**src/rtl/aibcr3_rxalign_pkg.sv**
```systemverilog
// ============================================================================
// Module      : aibcr3_rxalign_pkg
// Description : Shared types and constants for the AIB receive word aligner.
//               The AIBCR3_RXALIGN_BITSLIP_EN macro selects 1-bit slip granularity.
// Revision    : 1.0 - initial release
// ============================================================================
`default_nettype none

package aibcr3_rxalign_pkg;

  typedef enum logic [1:0] {
    IDLE   = 2'd0,
    SEARCH = 2'd1,
    VERIFY = 2'd2,
    LOCKED = 2'd3
  } state_e;

  localparam logic [7:0] DEFAULT_MARKER = 8'hB4;
  localparam int         SLIP_CNT_W     = 8;

  // Number of slips that walks the boundary through every candidate position.
  function automatic int fail_slips(input int word_w);
`ifdef AIBCR3_RXALIGN_BITSLIP_EN
    return word_w;
`else
    return word_w / 2;
`endif
  endfunction

endpackage

`default_nettype wire

```
**src/rtl/aibcr3_rxalign_deser.sv**
```systemverilog
// ============================================================================
// Module      : aibcr3_rxalign_deser
// Description : DDR pair deserialiser with phase counter and slip control.
//               AIBCR3_RXALIGN_BITSLIP_EN adds the odd-bit delay path.
// Revision    : 1.0 - initial release
// ============================================================================
`default_nettype none

module aibcr3_rxalign_deser #(
  parameter int WORD_W = 8
) (
  input  logic              clk,
  input  logic              rst_n,
  input  logic              rx_dat0,
  input  logic              rx_dat1,
  input  logic              slip,
  output logic [WORD_W-1:0] word,
  output logic              boundary
);

  localparam int              PH_W    = $clog2(WORD_W / 2);
  localparam logic [PH_W-1:0] PH_LAST = PH_W'(WORD_W / 2 - 1);

  logic [WORD_W-1:0] sr_q, sr_d;
  logic [PH_W-1:0]   ph_q, ph_d;
  logic [1:0]        pair;
  logic              hold;

`ifdef AIBCR3_RXALIGN_BITSLIP_EN
  logic odd_q, odd_d;
  logic prev_dat1_q;

  // The toggled odd flag already selects the pair in the slip cycle itself,
  // so the following boundary window contains no duplicated bit.
  always_comb begin
    odd_d = odd_q ^ slip;
    hold  = slip & odd_q;
    pair  = odd_d ? {prev_dat1_q, rx_dat0} : {rx_dat0, rx_dat1};
  end

  always_ff @(posedge clk) begin
    if (!rst_n) begin
      odd_q       <= 1'b0;
      prev_dat1_q <= 1'b0;
    end else begin
      odd_q       <= odd_d;
      prev_dat1_q <= rx_dat1;
    end
  end
`else
  always_comb begin
    hold = slip;
    pair = {rx_dat0, rx_dat1};
  end
`endif

  always_comb begin
    sr_d = {sr_q[WORD_W-3:0], pair};
    ph_d = ph_q;
    if (!hold) begin
      ph_d = (ph_q == PH_LAST) ? '0 : ph_q + 1'b1;
    end
  end

  assign word     = sr_d;
  assign boundary = (ph_q == PH_LAST);

  always_ff @(posedge clk) begin
    if (!rst_n) begin
      sr_q <= '0;
      ph_q <= '0;
    end else begin
      sr_q <= sr_d;
      ph_q <= ph_d;
    end
  end

endmodule

`default_nettype wire

```
**src/rtl/aibcr3_rxalign.sv**
```systemverilog
// ============================================================================
// Module      : aibcr3_rxalign
// Description : AIB receive word aligner: marker training FSM and outputs.
//               AIBCR3_RXALIGN_BITSLIP_EN enables 1-bit slip granularity.
// Revision    : 1.0 - initial release
// ============================================================================
`default_nettype none

module aibcr3_rxalign
  import aibcr3_rxalign_pkg::*;
#(
  parameter int              WORD_W   = 8,
  parameter logic [WORD_W-1:0] MARKER = WORD_W'(DEFAULT_MARKER),
  parameter int              LOCK_CNT = 4
) (
  input  logic                  iclkin_dist,
  input  logic                  irstb,
  input  logic                  rx_dat0,
  input  logic                  rx_dat1,
  input  logic                  align_en,
  output logic [WORD_W-1:0]     rx_word,
  output logic                  rx_word_vld,
  output logic                  rx_lock,
  output logic                  align_fail,
  output logic [SLIP_CNT_W-1:0] slip_cnt
);

  localparam int               MCNT_W      = $clog2(LOCK_CNT + 1);
  localparam logic [MCNT_W-1:0] MCNT_LOCK  = MCNT_W'(LOCK_CNT);
  localparam int               FAIL_SLIPS  = fail_slips(WORD_W);

  logic [WORD_W-1:0] word;
  logic              boundary;
  logic              match;

  state_e                  state_q, state_d;
  logic [MCNT_W-1:0]       mcnt_q, mcnt_d;
  logic                    slip_q, slip_d;
  logic [SLIP_CNT_W-1:0]   slip_cnt_q, slip_cnt_d;
  logic                    align_fail_q, align_fail_d;
  logic [WORD_W-1:0]       rx_word_q, rx_word_d;
  logic                    rx_word_vld_q, rx_word_vld_d;
  logic                    rx_lock_q, rx_lock_d;

  aibcr3_rxalign_deser #(
    .WORD_W (WORD_W)
  ) u_deser (
    .clk      (iclkin_dist),
    .rst_n    (irstb),
    .rx_dat0  (rx_dat0),
    .rx_dat1  (rx_dat1),
    .slip     (slip_q),
    .word     (word),
    .boundary (boundary)
  );

  assign match = (word == MARKER);

  always_comb begin
    state_d       = state_q;
    mcnt_d        = mcnt_q;
    slip_d        = 1'b0;
    slip_cnt_d    = slip_cnt_q;
    align_fail_d  = align_fail_q;
    rx_word_d     = rx_word_q;
    rx_word_vld_d = 1'b0;

    if (!align_en) begin
      state_d      = IDLE;
      mcnt_d       = '0;
      align_fail_d = 1'b0;
    end else begin
      case (state_q)
        IDLE: begin
          state_d      = SEARCH;
          mcnt_d       = '0;
          slip_cnt_d   = '0;
          align_fail_d = 1'b0;
        end
        SEARCH: begin
          if (boundary) begin
            if (match) begin
              mcnt_d  = MCNT_W'(1);
              state_d = (LOCK_CNT == 1) ? LOCKED : VERIFY;
            end else begin
              // The slip itself lands in the next cycle via slip_q.
              slip_d = 1'b1;
              if (slip_cnt_q != '1) begin
                slip_cnt_d = slip_cnt_q + 1'b1;
              end
              if ((int'(slip_cnt_q) + 1) >= FAIL_SLIPS) begin
                align_fail_d = 1'b1;
              end
            end
          end
        end
        VERIFY: begin
          if (boundary) begin
            if (match) begin
              mcnt_d = mcnt_q + 1'b1;
              if ((mcnt_q + 1'b1) == MCNT_LOCK) begin
                state_d = LOCKED;
              end
            end else begin
              state_d = SEARCH;
              mcnt_d  = '0;
            end
          end
        end
        LOCKED: begin
          if (boundary) begin
            rx_word_d     = word;
            rx_word_vld_d = 1'b1;
          end
        end
        default: state_d = IDLE;
      endcase
    end

    rx_lock_d = (state_d == LOCKED);
  end

  always_ff @(posedge iclkin_dist) begin
    if (!irstb) begin
      state_q       <= IDLE;
      mcnt_q        <= '0;
      slip_q        <= 1'b0;
      slip_cnt_q    <= '0;
      align_fail_q  <= 1'b0;
      rx_word_q     <= '0;
      rx_word_vld_q <= 1'b0;
      rx_lock_q     <= 1'b0;
    end else begin
      state_q       <= state_d;
      mcnt_q        <= mcnt_d;
      slip_q        <= slip_d;
      slip_cnt_q    <= slip_cnt_d;
      align_fail_q  <= align_fail_d;
      rx_word_q     <= rx_word_d;
      rx_word_vld_q <= rx_word_vld_d;
      rx_lock_q     <= rx_lock_d;
    end
  end

  assign rx_word     = rx_word_q;
  assign rx_word_vld = rx_word_vld_q;
  assign rx_lock     = rx_lock_q;
  assign align_fail  = align_fail_q;
  assign slip_cnt    = slip_cnt_q;

endmodule

`default_nettype wire

```
**config.mk**
```make
export PLATFORM = sky130hd
export DESIGN_NAME = aibcr3_rxalign
export DESIGN_NICKNAME = d
export VERILOG_FILES = /design/src/rtl/aibcr3_rxalign_pkg.sv /design/src/rtl/aibcr3_rxalign_deser.sv /design/src/rtl/aibcr3_rxalign.sv
export SDC_FILE = /design/constraint.sdc
export NUM_CORES = 1
export LEC_CHECK = 0
export CAP_MARGIN = 30
export CORE_MARGIN = 3
export CORE_UTILIZATION = 45
export DETAILED_ROUTE_END_ITERATION = 10
export PLACE_DENSITY = 0.68
export SETUP_SLACK_MARGIN = 0.4
export SYNTH_ARGS = -nofsm -noshare
export SYNTH_HDL_FRONTEND = slang
export SYNTH_SLANG_ARGS = --single-unit
```
**constraint.sdc**
```tcl
create_clock -name iclkin_dist -period 4 [get_ports iclkin_dist]
set_input_delay 1.2 -clock iclkin_dist [delete_from_list [all_inputs] [get_ports iclkin_dist]]
set_output_delay 1.2 -clock iclkin_dist [all_outputs]
set_load 0.05 [all_outputs]
```
==> results_dict.tcl, run 1 <==
set metrics [dict create \
    outcome "complete, no violations" \
    ioPinCount 24 \
    maxCapViolCount 0 \
    min_path_type "flop to flop" \
    num_vias 1395 \
    path_clk_slew_ps 70 \
    path_delay_family "buffers and inverters" \
    vias_per_cell 5.602 \
    max-vdd-ir-drop_v 0.0002197 \
    place_inst 241 \
    tns_ps 0 \
    die_area_um2 4424 \
    worst-setup-path-type "flop to primary output" \
    antennaDiodeCount 0 \
    synth-seq-cells 33 \
    area_growth_pct 20.12 \
    setup_viol 0 \
    combPwrFrac_pct 7.4 \
    ys.flop_type "dfxtp_1" \
    numCtsBuffers 5 \
    cts_sinks 33 \
    hold_buffers 0 \
    stdcell_count 249 \
    powerDensity_nw_per_um2 313.5 \
    synth_cell_types 47 \
    nNetsFinal 216 \
    cts-root-buf "clkbuf_8" \
    grt_start_max_net_pins 18 \
    clk_path_buf_depth 2 \
    power.internal_w 0.0004732 \
    rsz0062_at_grt "no" \
    place_hpwl_um 2735 \
    p_sw_w 0.0001473 \
    overflow 0 \
    syn-instance-count 179 \
    worstSetupEndpointType "primary output" \
    post_cts_buffers 0 \
    syn_area_um2 1648 \
    slew_violations 0 \
    path_cells "clkdlybuf4s50_1" \
    skew_ps 9.624 \
    die_height_um 66.52 \
    nFillCells 323 \
    clock_power_share_pct 37.9 \
    grt_pass1_wl_um 6058 \
    avgSynthCellArea_um2 9.206 \
    start_util_pct 47.87 \
    finalCriticalPeriod_ps 2895 \
    final_common_cell "dfxtp_1" \
    worst_path_max_delay_cell "clkdlybuf4s50_1" \
    grt_pass1_vias 1373 \
    htree_levels 2 \
    reg2reg_slack_ps 1850 \
    worstPathArrival_ps 1690 \
    wl_per_cell_um 14.84 \
    std_cell_rows 21 \
    hold_viol_final 0 \
    drtIter0Drc 88 \
    wl_um 3696 \
    power_leakage_nw 0.7822 \
    routabilityCongestion 0.7849 \
    cts_tree "done" \
    first_pass_iters 4 \
    antenna_found_initial 0 \
    synth_edf_count 0 \
    clock.fmax_ghz 0.3454 \
    switching_share_pct 23.74 \
    start_kind "flop" \
    core-area_um2 3442 \
    drc_errors 0 \
    die_w_um 66.52 \
    clk_latency_ps 280 \
    cts_resized 0 \
    ant_nets 0 \
    crit_required_ps 2800 \
    worstMarginPinSlew_ps 598.7 \
    fin_crit_sh_pct 72.37 \
    async_reset_ff_share_pct 0 \
    slew-limit-headroom_pct 59.96 \
    ys_seq_area_share_pct 40.09 \
    yosysWarnings 0 \
    port_buffers 23 \
    syn-num-nets 193 \
    final_cell_mix "33 x dfxtp_1, 23 x clkdlybuf4s50_1, 18 x nand2_1" \
    cpPeakStageDelay_ps 890 \
    grtUsageTotal_pct 18.02 \
    path_buf_inv 1 \
    drive_gt1_share_pct 6.404 \
    seqPwrFrac_pct 54.7 \
    crit_path_max_fanout 10 \
]
[cell families (layout without fill, tap and decap cells)]
logic type / Yosys count / after routing / share of synthesized area [%]
buf+inv: 15 / 39 / 4.176
simple gates: 70 / 70 / 23.62
xor+xnor: 1 / 1 / 0.5316
flops: 33 / 33 / 40.09
mux: 11 / 11 / 6.682
compound gates: 40 / 40 / 18.07
fa+ha+maj: 9 / 9 / 6.834
[final cells by class]
| class | instances | area, µm² | share of cell area, % |
|---|---|---|---|
| Clock buffer | 6 | 72.57 | 3.666 |
| Clock inverter | 2 | 10.01 | 0.5057 |
| Inverter | 8 | 30.03 | 1.517 |
| Multi-Input combinational cell | 131 | 918.4 | 46.40 |
| Sequential cell | 33 | 660.6 | 33.38 |
| Tap cell | 46 | 57.56 | 2.908 |
| Timing Repair Buffer | 23 | 230.2 | 11.63 |
[worst paths after layout]
check                            from                  endpoint  cells past startpoint
min           align_fail$_SDFFE_PN0P_   align_fail$_SDFFE_PN0P_                      1
max reg2reg     state_q[1]$_SDFF_PN0_  slip_cnt[4]$_SDFFE_PN0P_                      6
max          slip_cnt[2]$_SDFFE_PN0P_               slip_cnt[2]                      1
min reg2reg   align_fail$_SDFFE_PN0P_   align_fail$_SDFFE_PN0P_                      1
[registers in the layout (all words and copies together) (netlist names), 2 cells and up]
name	flops
mcnt_q	3
rx_word	8
slip_cnt	8
state_q	2
u_deser.ph_q	2
u_deser.sr_q	6
[stage by stage]
step	hold WS [ps]	power, W	cell area [µm²]	worst slack [ps]	util (%)
floorplan	443.6	0.0003785	1648	1715	-
global placement	463.9	0.0003901	1897	1083	55.11
detailed placement	462.2	0.0003920	1897	1018	55.11
CTS	477.5	0.0006261	1979	1121	57.51
global route	491.2	0.0006413	1979	1067	57.51
finish	476.5	0.0006205	1979	1105	57.51
[cell usage after synthesis, types with 2 or more instances]
cell	number	share of area, %
inv_1	7	1.6
and2_1	9	3.4
o21ai_0	3	0.91
nor3_1	2	0.61
ha_1	9	6.8
a21o_1	2	0.91
a31oi_1	2	0.76
a221oi_2	2	1.8
and3_1	2	0.76
a21oi_1	7	2.1
a221oi_1	3	1.6
a211o_1	2	1.1
nand3_1	8	2.4
nand4b_1	4	2.1
clkbuf_1	4	0.91
o21ai_1	2	0.61
nor2_1	13	3.0
a211oi_1	4	1.8
o32ai_1	4	2.1
and4_1	2	1.1
o31ai_1	2	0.91
nand2_1	18	4.1
or3_1	2	0.76
dfxtp_1	33	40
mux2i_1	11	6.7
[power groups by stage]
stage	combinational (W)	sequential (W)	clock [W]
final	0.0000459	0.000339	0.000235
after CTS	0.0000457	0.000339	0.000241
after detailed placement	0.0000455	0.000346	0
after floorplan	0.0000329	0.000346	0
after global routing	0.0000517	0.000340	0.000250
after global placement	0.0000441	0.000346	0
[layer usage]
layer	track usage [%]	wire (µm)	vias up	part of all wire, %
met5	0	0	-	0
met4	8.122	53	0	1.4
met3	3.204	110	8	3.0
met2	31.35	1824	25	49
met1	21.38	1707	662	46
li1	-	-	700	-
(Power assumes the default switching activity.)
==> run 2, diff against run 1 <==
Settings changed: PLACE_DENSITY 0.68 to 0.71.
Clock period 4 ns to 2.49 ns, I/O delays scaled along.
==> run 2 against run 1 <==
Against the previous run: final area is 3.5% higher; via count is 4.6% higher; combinational power is 74% higher; total power is 83% higher; sequential share of layout area is 1.1 points lower; hold slack worse by 5.4 ps; non-clock buffer count is 4 higher; register-to-register slack worse by 1200 ps; cell count is 2.0% higher; clock skew is 0.82 ps lower; setup slack worse by 650 ps; global-route usage is 0.45 points higher; critical endpoint is now slip_cnt[4]; highest routed layer unchanged.
==> results_dict.tcl, run 2 (synthesized netlist as in run 1, its figures left out) <==
set metrics [dict create \
    overflow 0 \
    ioPinCount 24 \
    port_buffers 23 \
    slew_violations 0 \
    worstHoldPathCells 1 \
    routabilityCongestion 0.7864 \
    nFillCells 327 \
    clock.fmax_ghz 0.4913 \
    max-vdd-ir-drop_v 0.0002827 \
    final_cell_mix "33 x dfxtp_1, 18 x nand2_1, 14 x dlygate4sd2_1" \
    start_kind "flop" \
    area_growth_pct 24.30 \
    outcome "complete, no violations" \
    finalCoreUtilization_pct 59.51 \
    place_hpwl_um 2595 \
    crit_path_max_fanout 8 \
    worstPathArrival_ps 1290 \
    min_path_type "flop to flop" \
    num_vias 1459 \
    worstSetupEndpointType "primary output" \
    min_from "align_fail$_SDFFE_PN0P_" \
    hold_viol_final 0 \
    drtIter0Drc 102 \
    path_buf_inv 1 \
    powerDensity_nw_per_um2 554.6 \
    first_pass_iters 4 \
    tns_ps 0 \
    worstMarginPinSlew_ps 496.6 \
    r2r-start "slip_cnt[0]$_SDFFE_PN0P_" \
    std_cell_rows 21 \
    antennaDiodeCount 0 \
    cpPeakStageDelay_ps 540 \
    path_cells "clkdlybuf4s15_1" \
    grtUsageTotal_pct 18.46 \
    fin_ws_ps 454.4 \
    hold_buffers 0 \
    clk_latency_ps 290 \
    fin_crit_sh_pct 81.75 \
    reg2reg_slack_ps 620 \
    finalCriticalPeriod_ps 2036 \
    worstHoldEndpoint "align_fail$_SDFFE_PN0P_" \
    dpl-instance-area_um2 1919 \
    start_util_pct 47.87 \
    crit_required_ps 1740 \
    power_leakage_nw 0.9207 \
    vias_per_cell 5.744 \
    drc_errors 0 \
    die_area_um2 4424 \
    worst-setup-path-type "flop to primary output" \
    clk_path_buf_depth 2 \
    grt_pass1_wl_um 6175 \
    cts_tree "done" \
    core-area_um2 3442 \
    htree_levels 2 \
    path_delay_family "buffers and inverters" \
    cts-root-buf "clkbuf_8" \
    wl_um 3730 \
    worst_path_max_delay_cell "clkdlybuf4s15_1" \
    antenna_found_initial 0 \
    die_w_um 66.52 \
    grt_start_max_net_pins 16 \
    pre_cts_ws_ps 87.27 \
    path_clk_slew_ps 70 \
    reg2regPathDepth 5 \
    wl_per_cell_um 14.69 \
    nNetsFinal 221 \
    drive_gt1_share_pct 13.46 \
    maxCapViolCount 0 \
    setup_viol 0 \
    slew-limit-headroom_pct 67.02 \
    final_common_cell "dfxtp_1" \
    grt_pass1_vias 1357 \
    r2r-end "slip_cnt[1]$_SDFFE_PN0P_" \
    rsz0062_at_grt "no" \
    postLayoutCellArea_um2 2048 \
    ant_nets 0 \
    die_height_um 66.52 \
    numCtsBuffers 5 \
    cts_sinks 33 \
    skew_ps 8.802 \
]
[run 2: metal layers]
layer | track usage (%) | share of wire (%) | routed length [µm]
met1 | 21.85 | 45 | 1683
met2 | 29.86 | 48 | 1774
met3 | 6.408 | 5.0 | 188
met4 | 8.376 | 2.3 | 84
met5 | 0 | 0 | 0
[run 2: timing repair]
| item | in CTS | in global routing |
|---|---|---|
| pin swaps | 0 | 3 |
| gates resized for setup | 21 | 16 |
| setup endpoints to repair | 20 | 13 |
| buffers inserted | 0 | 1 |
| cloned | 0 | 1 |
| endpoints found under the hold margin | 0 | 0 |
[run 2: worst max path at each step]
stage / start / endpoint / slack, ps / depth (start not counted)
finish: slip_cnt[4]$_SDFFE_PN0P_ / slip_cnt[4] / 450 / 1
global route: slip_cnt[4]$_SDFFE_PN0P_ / slip_cnt[4] / 400 / 1
CTS: slip_cnt[2]$_SDFFE_PN0P_ / slip_cnt[2] / 360 / 1
detailed placement: rx_dat0 / slip_cnt[6]$_SDFFE_PN0P_ / 90 / 5
global placement: rx_dat0 / slip_cnt[6]$_SDFFE_PN0P_ / 120 / 5
floorplan: slip_cnt[0]$_SDFFE_PN0P_ / slip_cnt[1]$_SDFFE_PN0P_ / 550 / 5
[run 2: cell type report]
class | instances | area [µm²] | share of cell area (%)
Timing Repair Buffer | 27 | 230.2 | 11.24
Multi-Input combinational cell | 132 | 954.7 | 46.61
Tap cell | 46 | 57.56 | 2.810
Clock buffer | 5 | 68.82 | 3.360
Sequential cell | 33 | 660.6 | 32.25
Clock inverter | 3 | 46.29 | 2.260
Inverter | 8 | 30.03 | 1.466
[run 2: per-stage QoR]
step	hold WS (ps)	total power [W]	std cells
6_report	471.1	0.001136	254
3_3_place_gp	474.0	0.0006298	244
2_1_floorplan	443.6	0.0006080	179
4_1_cts	482.3	0.001149	252
5_1_grt	493.2	0.001177	254
3_5_place_dp	464.7	0.0006338	244
[run 2: power by group]
group          internal, W  leakage [nW]   total, W  switching [W]
logic            0.0000323         0.599  0.0000800      0.0000477
clock network     0.000299        0.0543   0.000512       0.000212
registers         0.000537         0.268   0.000544     0.00000731
==> run 3, diff against run 2 <==
Settings changed: PLACE_DENSITY 0.71 to 0.68.
Clock period 2.49 ns to 2 ns, I/O delays scaled along.
==> run 3 against run 2 <==
Against the previous run: via count up 6.4%; clock power down 8.0%; first-iteration DRC count up 5.9%; hold slack better by 18 ps; non-clock buffer count up 18; sequential cell count unchanged; final area up 11%; utilization up 6.4 points; die area unchanged; clock skew down 5.1 ps; register-to-register slack worse by 220 ps; combinational power up 68%.
==> results_dict.tcl, run 3 (synthesized netlist as in run 1, its figures left out) <==
set metrics [dict create \
    die_area_um2 4424 \
    r2r-start "slip_cnt[0]$_SDFFE_PN0P_" \
    clk_latency_ps 280 \
    place_hpwl_um 2766 \
    grtUsageTotal_pct 19.93 \
    crit_required_ps 2200 \
    min_path_type "flop to flop" \
    worstPathArrival_ps 1800 \
    cts_tree "done" \
    wl_um 4163 \
    worstHoldPathCells 1 \
    cts-root-buf "clkbuf_8" \
    cpPeakStageDelay_ps 380 \
    numCtsBuffers 5 \
    ant_nets 0 \
    path_buf_inv 3 \
    crit_cells 6 \
    slew-limit-headroom_pct 74.28 \
    crit_path_max_fanout 4 \
    powerDensity_nw_per_um2 565.4 \
    nNetsFinal 238 \
    port_buffers 23 \
    final_cell_mix "40 x buf_4, 23 x dfxtp_1, 18 x nand2_1" \
    worst_path_max_delay_cell "and4bb_4" \
    std_cell_rows 21 \
    wl_per_cell_um 15.36 \
    drive_gt1_share_pct 37.33 \
    met1_usage_pct 24.30 \
    total_power_w 0.001282 \
    grt_start_max_net_pins 16 \
    clock.fmax_ghz 0.6228 \
    max-vdd-ir-drop_v 0.0005587 \
    path_clk_slew_ps 60 \
    skew_ps 3.719 \
    die_height_um 66.52 \
    power_leakage_nw 0.9687 \
    htree_levels 2 \
    start_kind "input port" \
    fin_crit_sh_pct 80.28 \
    start_util_pct 47.87 \
    core-area_um2 3442 \
    finalCoreUtilization_pct 65.87 \
    path_delay_family "simple AND/OR/NAND/NOR gates" \
    critPathLaunch "rx_dat1" \
    num_vias 1553 \
    min_from "align_fail$_SDFFE_PN0P_" \
    dpl-instance-area_um2 1983 \
    hold_buffers 0 \
    area_growth_pct 37.59 \
    postLayoutCellArea_um2 2267 \
    die_w_um 66.52 \
    outcome "complete, no violations" \
    top_usage_layer "met2" \
    vias_per_cell 5.731 \
    overflow 0 \
    grt_use_met3_pct 5.734 \
    place_inst 255 \
    cts_sinks 33 \
    antenna_found_initial 0 \
    drc_errors 0 \
    ioPinCount 24 \
    nFillCells 290 \
    grt_pass1_vias 1431 \
    rsz0062_at_grt "yes" \
    worst-setup-path-type "input port to flop" \
    setup_viol 0 \
    stdcell_count 271 \
    reg2regPathDepth 5 \
    grt_use_met2_pct 34.45 \
    slew_violations 0 \
    hold_viol_final 0 \
    finalCriticalPeriod_ps 1606 \
    clk_path_buf_depth 2 \
    first_pass_iters 4 \
    maxCapViolCount 0 \
    routabilityCongestion 0.8407 \
    drtIter0Drc 108 \
    final_common_cell "buf_4" \
    worstSetupEndpointType "flop" \
    grt_pass1_wl_um 6686 \
    path_cells "buf_2 > and4bb_4 > buf_6 > nand4b_1 > buf_4 > a221oi_2" \
    tns_ps 0 \
    antennaDiodeCount 0 \
    worstMarginPinSlew_ps 381.8 \
]
run 3: per-layer routing:
metal	share of wire (%)	vias up
li1	-	753
met1	43	752
met2	51	44
met3	5.1	4
met4	0.53	0
met5	0	-
run 3: worst reg2reg max path: stages, from the launching register on:
cell,delay [ps]
dfxtp_4,370
ha_4,160
buf_4,140
or4_1,460
a221oi_4,270
o2bb2ai_1,90
run 3: per-stage QoR:
stage                     hold slack [ps]  setup WS, ps
after floorplan                     443.6         365.4
after CTS                           487.3         380.3
after global routing                504.0         354.1
final                               488.9         394.4
after detailed placement            462.6        -227.2
after global placement              450.5        -166.1
run 3: where the power goes:
group / internal (W) / switching, W
registers: 0.000664 / 0.0000128
logic: 0.0000653 / 0.0000685
clock network: 0.000241 / 0.000230
total: 0.000970 / 0.000312
run 3: what timing repair did:
| item | CTS | global route |
|---|---|---|
| pin swaps | 8 | 5 |
| endpoints found under the hold margin | 0 | 0 |
| resized for setup | 21 | 21 |
| setup buffers | 7 | 1 |
| cloned | 0 | 0 |
| setup endpoints to repair | 22 | 15 |
run 3: cell type report:
type | count | area (µm²) | share of cell area (%)
Clock buffer | 6 | 72.57 | 3.201
Clock inverter | 2 | 10.01 | 0.4415
Inverter | 8 | 30.03 | 1.325
Multi-Input combinational cell | 131 | 1071 | 47.24
Sequential cell | 33 | 683.2 | 30.13
Tap cell | 46 | 57.56 | 2.539
Timing Repair Buffer | 45 | 342.8 | 15.12
run 3: final timing paths:
kind,slack (ps),endpoint
min reg2reg,490,align_fail$_SDFFE_PN0P_
min,490,align_fail$_SDFFE_PN0P_
max reg2reg,400,align_fail$_SDFFE_PN0P_
max,390,rx_lock$_SDFF_PN0_
==> edit, RTL diff (flow settings as in run 2) <==
`rx_word_q` no longer has a reset.
--- a/src/rtl/aibcr3_rxalign.sv
+++ b/src/rtl/aibcr3_rxalign.sv
@@ -127,7 +127,6 @@
       slip_q        <= 1'b0;
       slip_cnt_q    <= '0;
       align_fail_q  <= 1'b0;
-      rx_word_q     <= '0;
       rx_word_vld_q <= 1'b0;
       rx_lock_q     <= 1'b0;
     end else begin
@@ -136,10 +135,13 @@
       slip_q        <= slip_d;
       slip_cnt_q    <= slip_cnt_d;
       align_fail_q  <= align_fail_d;
-      rx_word_q     <= rx_word_d;
       rx_word_vld_q <= rx_word_vld_d;
       rx_lock_q     <= rx_lock_d;
     end
+  end
+
+  always_ff @(posedge iclkin_dist) begin
+    rx_word_q <= rx_word_d;
   end
 
   assign rx_word     = rx_word_q;
Formal check against the unedited RTL: same outputs for any inputs over 10 cycles, from zero or initial values and one cycle with irstb low; that may be too few to reach the edited logic, so the function may still have changed.
==> edit against run 2 <==
Worst setup slack worse by 0.00063 ns. Sequential cell count unchanged. Total power down 19%. Wire length down 6.1%. Hold slack better by 0.011 ns. Global-route usage down 1.0 points. Synthesized area down 0.84%. Cell area up 1.2%. Largest cell class unchanged.
==> edit: results (changes against run 2) <==
| Metric | Value |
|---|---|
| Status | finished, final reports clean |
| CP peak stage delay | 0.56 ns (+0.02 ns) |
| Vias after detailed routing | 1396 (-4.3%) |
| Sequential share of the synthesized area | 0.4533 (+0.05238) |
| Clk_lat worst skew | 0.33 ns (+0.04 ns) |
| Initial DRC count | 65 (-36%) |
| Hold Startpoint | u_deser.sr_q[5]$_SDFF_PN0_ |
| Max Clock Skew | 0.01254 ns (+0.003740 ns) |
| Compound-Gate Fraction of Synth Area | 0.1930 (+0.01224) |
| RR Startpoint | state_q[0]$_SDFF_PN0_ |
| Multi-input gate count | 118 (-11%) |
| Worst r2r dst | state_q[0]$_SDFF_PN0_ |
| Crit path max fanout | 4 (-4) |
| Vias in the first global route | 1382 (+1.8%) |
| Fillers | 300 (-8.3%) |
| Flop pwr share | 0.613 (+0.134) |
| Internal | 0.0006950 W (-20%) |
| Unique masters post-synth | 45 (-4.3%) |
| Clock transition at path regs | 0.10 ns (+0.03 ns) |
| Clk cell area share | 0.02415 (-0.03205) |
| Hold depth | 0 (-1) |
| Share of cells above drive strength 1 | 0.1823 (+0.04765) |
| Fraction of area in registers | 0.3575 (+0.03495) |
| Final estimated routing congestion in global placement | 0.8653 (+10%) |
| Xor and xnor area share after synthesis | 0.005360 (+0.00004477) |
| Worst rel slew slack | 0.6718 (+0.001551) |
| Synth top cells by count | dfxtp_1 (25), nand2_1 (18), and2_1 (10), ha_1 (9), inv_1 (9) |
| Peak VDD IR | 0.2801 mV (-0.95%) |
| Clk pwr share | 0.294 (-0.156) |
| Inverters | 9 (+1) |
| Hold WS | 0.4824 ns (+0.01124 ns) |
[edit: cell count changes after synthesis, sizes merged, moves of 3 or more]
cell / before / now
dfxtp: 33 / 25
edfxtp: 0 / 8
mux2i: 11 / 3
nand4: 1 / 4
nand4b: 4 / 1
nor2: 13 / 6
o21ai: 5 / 2
[edit: stage by stage]
step	instance area (sq um)	worst slack, ns	cells
floorplan	1634	0.4055	167
global placement	1977	-0.06659	240
detailed placement	1977	-0.09501	240
CTS	2064	0.3180	249
global route	2072	0.4049	249
finish	2072	0.4538	249
[edit: per-layer routing]
metal	global-route usage	share of wire	up-vias	wire length, um
met2	0.3048	0.51	43	1774
met3	0.04762	0.058	2	202
met1	0.2004	0.43	652	1511
li1	-	-	699	-
met5	0	0	-	0
met4	0.06599	0.0040	0	14
[edit: what timing repair did]
action	CTS	global route
pin swaps	6	2
gates resized for setup	31	11
setup endpoints to repair	33	13
gates cloned	1	0
